<file path="src/rtl/ddr_wr_burst_arbiter.sv">
// ddr_wr_burst_arbiter
//   Round-robin scheduler sharing one DDR write port among N_CH prefetch
//   FIFOs. A grant issues one fixed-length write command at the channel's
//   current frame-buffer pointer, then streams BURST_LEN beats from that
//   channel's FIFO. Each channel keeps a pointer that wraps inside its
//   [base, base+size) region.
// Ports:
//   clk, rst                  clock, async active-high reset
//   ch_req/ch_rd_vld/ch_rd_data/ch_rd_en   per-channel FIFO read side
//   ch_base/ch_size/ch_frame_start         per-channel region + rewind pulse
//   cmd_valid/cmd_ready/cmd_addr/cmd_len   DDR write command
//   wdata_valid/wdata_ready/wdata/wdata_last  DDR write data
//   grant, busy               current owner (one-hot) and non-idle flag

// Per-channel wrapping address pointer.
module ddr_wr_ptr_lane #(
  parameter int unsigned ADDR_W = 28,
  parameter logic [ADDR_W:0] INC = '0
) (
  input  logic              clk,
  input  logic              rst,
  input  logic [ADDR_W-1:0] base,
  input  logic [ADDR_W-1:0] size,
  input  logic              frame_start,
  input  logic              owned,        // channel holds the current burst
  input  logic              done,         // last beat of this channel's burst
  output logic [ADDR_W-1:0] ptr
);
  logic              pend;
  logic [ADDR_W:0]   sum_w, end_w;

  // One extra bit so a region ending exactly at 2**ADDR_W still wraps.
  assign sum_w = {1'b0, ptr} + INC;
  assign end_w = {1'b0, base} + {1'b0, size};

  always_ff @(posedge clk or posedge rst) begin
    if (rst) begin
      ptr  <= '0;
      pend <= 1'b0;
    end else if (done) begin
      // A rewind requested during the burst (or on its last beat) wins.
      if (pend || frame_start || (sum_w >= end_w)) ptr <= base;
      else                                         ptr <= sum_w[ADDR_W-1:0];
      pend <= 1'b0;
    end else if (frame_start) begin
      if (owned) pend <= 1'b1;
      else       ptr  <= base;
    end
  end
endmodule

module ddr_wr_burst_arbiter #(
  parameter int unsigned N_CH       = 4,
  parameter int unsigned DATA_W     = 128,
  parameter int unsigned ADDR_W     = 28,
  parameter int unsigned BURST_LEN  = 16,
  parameter int unsigned BEAT_BYTES = 16
) (
  input  logic                     clk,
  input  logic                     rst,
  input  logic [N_CH-1:0]          ch_req,
  input  logic [N_CH-1:0]          ch_rd_vld,
  input  logic [N_CH*DATA_W-1:0]   ch_rd_data,
  output logic [N_CH-1:0]          ch_rd_en,
  input  logic [N_CH*ADDR_W-1:0]   ch_base,
  input  logic [N_CH*ADDR_W-1:0]   ch_size,
  input  logic [N_CH-1:0]          ch_frame_start,
  output logic                     cmd_valid,
  input  logic                     cmd_ready,
  output logic [ADDR_W-1:0]        cmd_addr,
  output logic [7:0]               cmd_len,
  output logic                     wdata_valid,
  input  logic                     wdata_ready,
  output logic [DATA_W-1:0]        wdata,
  output logic                     wdata_last,
  output logic [N_CH-1:0]          grant,
  output logic                     busy
);
  localparam int unsigned CW = $clog2(N_CH);
  localparam int unsigned BW = $clog2(BURST_LEN);
  localparam logic [ADDR_W:0] INC = (ADDR_W+1)'(BURST_LEN * BEAT_BYTES);

  typedef enum logic [1:0] {IDLE, CMD, DATA} state_t;

  state_t                        state;
  logic [CW-1:0]                 rr_ptr, g_idx, sel_idx, g_nxt;
  logic                          sel_vld;
  logic [BW-1:0]                 beat_cnt;
  logic                          in_data, hs, last_beat, burst_done;
  logic [N_CH-1:0][ADDR_W-1:0]   ptr;

  assign cmd_len = 8'(BURST_LEN - 1);

  // First requester at or after rr_ptr, circularly.
  always_comb begin
    sel_vld = 1'b0;
    sel_idx = '0;
    for (int k = 0; k < N_CH; k++) begin
      int idx;
      idx = int'(rr_ptr) + k;
      if (idx >= N_CH) idx = idx - N_CH;
      if (!sel_vld && ch_req[idx]) begin
        sel_vld = 1'b1;
        sel_idx = CW'(idx);
      end
    end
  end

  // Data path is purely combinational from the owner's FIFO: no added latency.
  assign in_data     = (state == DATA);
  assign wdata_valid = in_data & ch_rd_vld[g_idx];
  assign wdata       = in_data ? ch_rd_data[int'(g_idx)*DATA_W +: DATA_W] : '0;
  assign ch_rd_en    = (in_data && wdata_ready) ? grant : '0;
  assign hs          = wdata_valid & wdata_ready;
  assign last_beat   = (beat_cnt == BW'(BURST_LEN - 1));
  assign wdata_last  = in_data & last_beat;
  assign burst_done  = hs & last_beat;
  assign g_nxt       = (g_idx == CW'(N_CH - 1)) ? '0 : g_idx + 1'b1;

  always_ff @(posedge clk or posedge rst) begin
    if (rst) begin
      state     <= IDLE;
      grant     <= '0;
      g_idx     <= '0;
      rr_ptr    <= '0;
      cmd_valid <= 1'b0;
      cmd_addr  <= '0;
      busy      <= 1'b0;
      beat_cnt  <= '0;
    end else begin
      case (state)
        IDLE: if (sel_vld) begin
          state     <= CMD;
          grant     <= N_CH'(1) << sel_idx;
          g_idx     <= sel_idx;
          cmd_addr  <= ptr[sel_idx];
          cmd_valid <= 1'b1;
          busy      <= 1'b1;
        end
        CMD: if (cmd_ready) begin
          state     <= DATA;
          cmd_valid <= 1'b0;
          beat_cnt  <= '0;
        end
        DATA: if (hs) begin
          beat_cnt <= beat_cnt + 1'b1;
          if (last_beat) begin
            state  <= IDLE;
            grant  <= '0;
            busy   <= 1'b0;
            rr_ptr <= g_nxt;
          end
        end
        default: state <= IDLE;
      endcase
    end
  end

  for (genvar i = 0; i < N_CH; i++) begin : g_lane
    ddr_wr_ptr_lane #(.ADDR_W(ADDR_W), .INC(INC)) u_lane (
      .clk         (clk),
      .rst         (rst),
      .base        (ch_base[i*ADDR_W +: ADDR_W]),
      .size        (ch_size[i*ADDR_W +: ADDR_W]),
      .frame_start (ch_frame_start[i]),
      .owned       (busy & grant[i]),
      .done        (burst_done & grant[i]),
      .ptr         (ptr[i])
    );
  end
endmodule

</file>
<file path="config.mk">
export PLATFORM = sky130hd
export DESIGN_NAME = ddr_wr_burst_arbiter
export DESIGN_NICKNAME = d
export VERILOG_FILES = /design/src/rtl/ddr_wr_burst_arbiter.sv
export SDC_FILE = /design/constraint.sdc
export NUM_CORES = 1
export LEC_CHECK = 0
export ABC_CLOCK_PERIOD_IN_PS = 10050
export BUFFER_PORTS_ARGS = -buffer_cell sky130_fd_sc_hd__buf_2
export CORE_AREA = 2 2 363 365
export CTS_BUF_LIST = sky130_fd_sc_hd__clkbuf_8
export DETAILED_ROUTE_END_ITERATION = 6
export DIE_AREA = 0 0 365 367
export GPL_TIMING_DRIVEN = 0
export PLACE_DENSITY_LB_ADDON = 0.2
export SKIP_LAST_GASP = 1
export SYNTH_ARGS = -nofsm -noshare
export SYNTH_HDL_FRONTEND = slang
export SYNTH_HIERARCHICAL = 1
export SYNTH_SLANG_ARGS = --single-unit
</file>
<file path="constraint.sdc">
create_clock -name clk -period 10.05 [get_ports clk]
set_clock_uncertainty 0.1 [all_clocks]
set_input_delay 3.015 -clock clk [delete_from_list [all_inputs] [get_ports clk]]
set_output_delay 3.015 -clock clk [all_outputs]
set_load 0.02 [all_outputs]
</file>
==> metrics <==
Initial DRC Count=1,467; share of layout cells above drive strength 1=0.3813; FFs w/ async S/R, synth=1.000; DRT Pass-1 Iters=5; placed cell areas=28,150 sq um; Fillers=14,873; biggest cell delay along the critical path=0.88 ns; die height=367 um; WHS Endpoint=cmd_valid; Boundary Pins=928; Synth Area in Compound Gates=0.2159; worst supply voltage drop on vdd=0.1109 mV; sum of negative setup slack=0 ns; FF-to-FF Start=g_lane[0].u_lane/ptr[8]; first-pass GRT wire length=233.2 mm; grt ovf=0; FF-to-FF End=g_lane[0].u_lane/ptr[26]; Post-Place Cells=5,007; CTS tree=done; final instance area=28,900 sq um; initial antenna violation count=195; Vias/cell=4.715; Setup Buffers After CTS=0; final net count=4,263; CP cell instances=buf_2, ha_1, inv_1, fa_1, nor2b_1, o2111ai_1, nand4b_1, a2111oi_0, nor2_1, a21o_1, a21oi_1, xor2_1, ha_1, a21oi_1, nand2b_1, a21oi_1, o21ai_0, a31oi_1, o31ai_4, clkbuf_1, a22oi_1, o21ai_0; Tightest Pin Transition=1.089 ns; post-synthesis xor/xnor area fraction=0.06286; Mapped Area=21,320 sq um; post_cts resized=0; Clock Sink Count=160; via count=24,351; Hold-fix buffers, CTS=0; hold depth=2; critical path arrival=8.65 ns; port bufs=918; RSZ-0062 raised after global routing=no; period utilization=0.8205; Initial Utilization=0.1634; FF/Latch Area=4004 sq um; most frequent CP cell=a21oi_1; Rel. slew slack=0.2711; Post-synth EDFFs=0; post-route insts no fill=5,165; CP Max Fanout=10; yosys warns=6; antenna-violating nets left=0; Critical Path Sink Type=register; Final HPWL DP=164.3 mm; core area=130,500 sq um; post-synthesis cell type count=101; clock root cell=clkbuf_8; Setup violations, final=0; Crit Path Category=in2reg; R2R Setup Slk=4.85 ns; Worst-Skew Late Latency=0.58 ns; top cell family by delay on the critical path=compound AO/OA/AOI/OAI gates; die area=134,000 sq um; commonest non-fill, non-tap cells in the layout=buf_2, ha_1, nand2_1, a21oi_1, dfrtp_1; routed length per instance=35.80 um; Tot GR Track Use=0.2667; post-synthesis register bit count=160; WL final=184.9 mm; FP Rows=133; Worst Hold Class=reg2reg; CTS buffer count=17; PD cells=208.8 nW/um^2; largest family of logic cells by synthesized area=compound AO/OA/AOI/OAI gates; status=finished, final reports clean; WP buf/inv=3; Final Hold Viols=0; number of global-route vias before repair=23,644; area grow syn2layout=35.59%; Slowest cell on crit path=a2111oi_0; synthesized area per cell=9.161 sq um; Adder-Cell Fraction of Synth Area=0.1411; commonest non-fill, non-tap cell in the layout=buf_2; Die Width=365 um; fin crit period=8.246 ns; mux contribution to synthesized area=0.1673; CP required=10.45 ns; DRC Markers=0; simple-gate area share of the yosys netlist=0.1860; clk buf depth=2; CTS H-tree lvls=4; Reg2Reg Depth=15; Main synth FF type=dfrtp_1; hold path start=cmd_valid; CP Launch Type=input pin; Slew Viols, Final=0; Worst-path clk slew=0.12 ns; Final Wtd Congestion=0.9741; Max-cap violations=0; Leakage=13.43 nW; cells after synthesis=2,327; register area share after synthesis=0.1878; largest net degree at the start of global routing=35; fmax=0.1213 GHz; multi-input logic area=16,510 sq um
[cells by family (layout without fill, tap and decap cells)]
kind of cell | count (synthesis) | after routing
AOI/OAI and AO/OA | 647 | 647
xor gates and xnor gates | 153 | 153
buffers and inverters | 180 | 1133
muxes | 188 | 188
other | 2 | 132
adders and majority gates | 238 | 238
and+or+nand+nor | 759 | 759
DFF | 160 | 160
[flip-flops by register name, indices dropped and copies added (netlist names), 2 cells and up]
signal,flops
grant,4
g_lane.u_lane/ptr,112
beat_cnt,4
g_lane.u_lane/pend,4
g_idx,2
cmd_addr,28
state,2
rr_ptr,2
[Yosys cell counts (10+ instances only)]
master    instances  area share
clkbuf_1         58       0.010
and2_1          140       0.041
o21ai_0          95       0.022
or3_1            11      0.0032
nand2_1         183       0.032
nor2b_1          38       0.011
o21bai_1         10      0.0035
nor2_1          112       0.020
a221o_1          51       0.024
nor3_1           38      0.0089
xor2_1           81       0.033
mux2_2           50       0.026
or2_2            14      0.0041
o21ai_1          10      0.0023
buf_4            11      0.0039
ha_1            234        0.14
buf_2            26      0.0061
a211oi_1         17      0.0060
a21oi_1         179       0.042
xnor2_1          72       0.030
nor4_1           10      0.0029
a31oi_1          20      0.0059
nand4_1          33      0.0097
dfrtp_1         160        0.19
nand3_1          69       0.016
a21o_1           89       0.031
mux4_2          129        0.14
and3_1           41       0.012
nand2b_1         28      0.0082
inv_1            67       0.012
a22oi_1          16      0.0056
a221oi_1         28       0.012
nor3b_1          14      0.0049
o21a_1           15      0.0053
[layer usage]
| layer | up-vias | wire (um) | part of all wire | track usage |
|---|---|---|---|---|
| met5 | - | 542 | 0.0029 | 0 |
| met4 | 84 | 13870 | 0.075 | 0.1931 |
| met3 | 391 | 13500 | 0.073 | 0.07864 |
| met2 | 1013 | 93610 | 0.51 | 0.4684 |
| met1 | 11944 | 63380 | 0.34 | 0.2667 |
| li1 | 10919 | - | - | - |
[stage by stage]
step                  util  hold WS, ns  total power, mW  worst slack [ns]
floorplan                -       0.3548            3.589             2.951
global placement    0.2156       0.3688            5.541             1.270
detailed placement  0.2158       0.3659            5.536             1.303
CTS                 0.2187       0.3915            6.097             1.914
global route        0.2210       0.4089            6.416             1.448
finish              0.2215       0.3815            6.035             1.804
[power breakdown]
group | leakage [nW] | internal (mW) | switching (mW) | total (mW)
registers | 1.90 | 0.880 | 0.394 | 1.27
clock network | 0.194 | 0.191 | 0.329 | 0.520
logic | 11.3 | 1.62 | 2.62 | 4.24
[area by class of cell]
cell class,count,area share
antenna,124,0.01074
timing repair buffer,921,0.1616
inverter,67,0.008701
sequential,160,0.1385
tap,1755,0.07597
clock inverter,14,0.004848
clock buffer,18,0.008571
buffer,113,0.01974
multi-input combinational,1993,0.5713
[worst max path at each step]
stage | start | to | slack (ns) | cells after the start
final | ch_base[0] | g_lane[0].u_lane/ptr[26] | 1.80 | 22
after global placement | ch_base[0] | g_lane[0].u_lane/ptr[25] | 1.27 | 22
after detailed placement | ch_base[0] | g_lane[0].u_lane/ptr[26] | 1.30 | 22
after floorplan | ch_base[56] | g_lane[2].u_lane/ptr[12] | 2.95 | 21
after CTS | ch_base[0] | g_lane[0].u_lane/ptr[26] | 1.91 | 22
after global routing | ch_base[0] | g_lane[0].u_lane/ptr[0] | 1.45 | 22
[worst reg2reg max path, stage by stage, from the launching register on]
cell and delay, ns:
dfrtp_1 0.59, ha_1 0.29, and3_1 0.24, and3_1 0.25, nand3_1 0.30, nor3_1 0.46, nand3_1 0.21, xnor2_1 0.18
ha_1 0.32, nand4_1 0.11, a211oi_1 0.20, inv_1 0.13, o31ai_4 0.72, clkbuf_1 0.73, a22oi_1 0.22, o21ai_0 0.11
(Power assumes the default switching activity.)
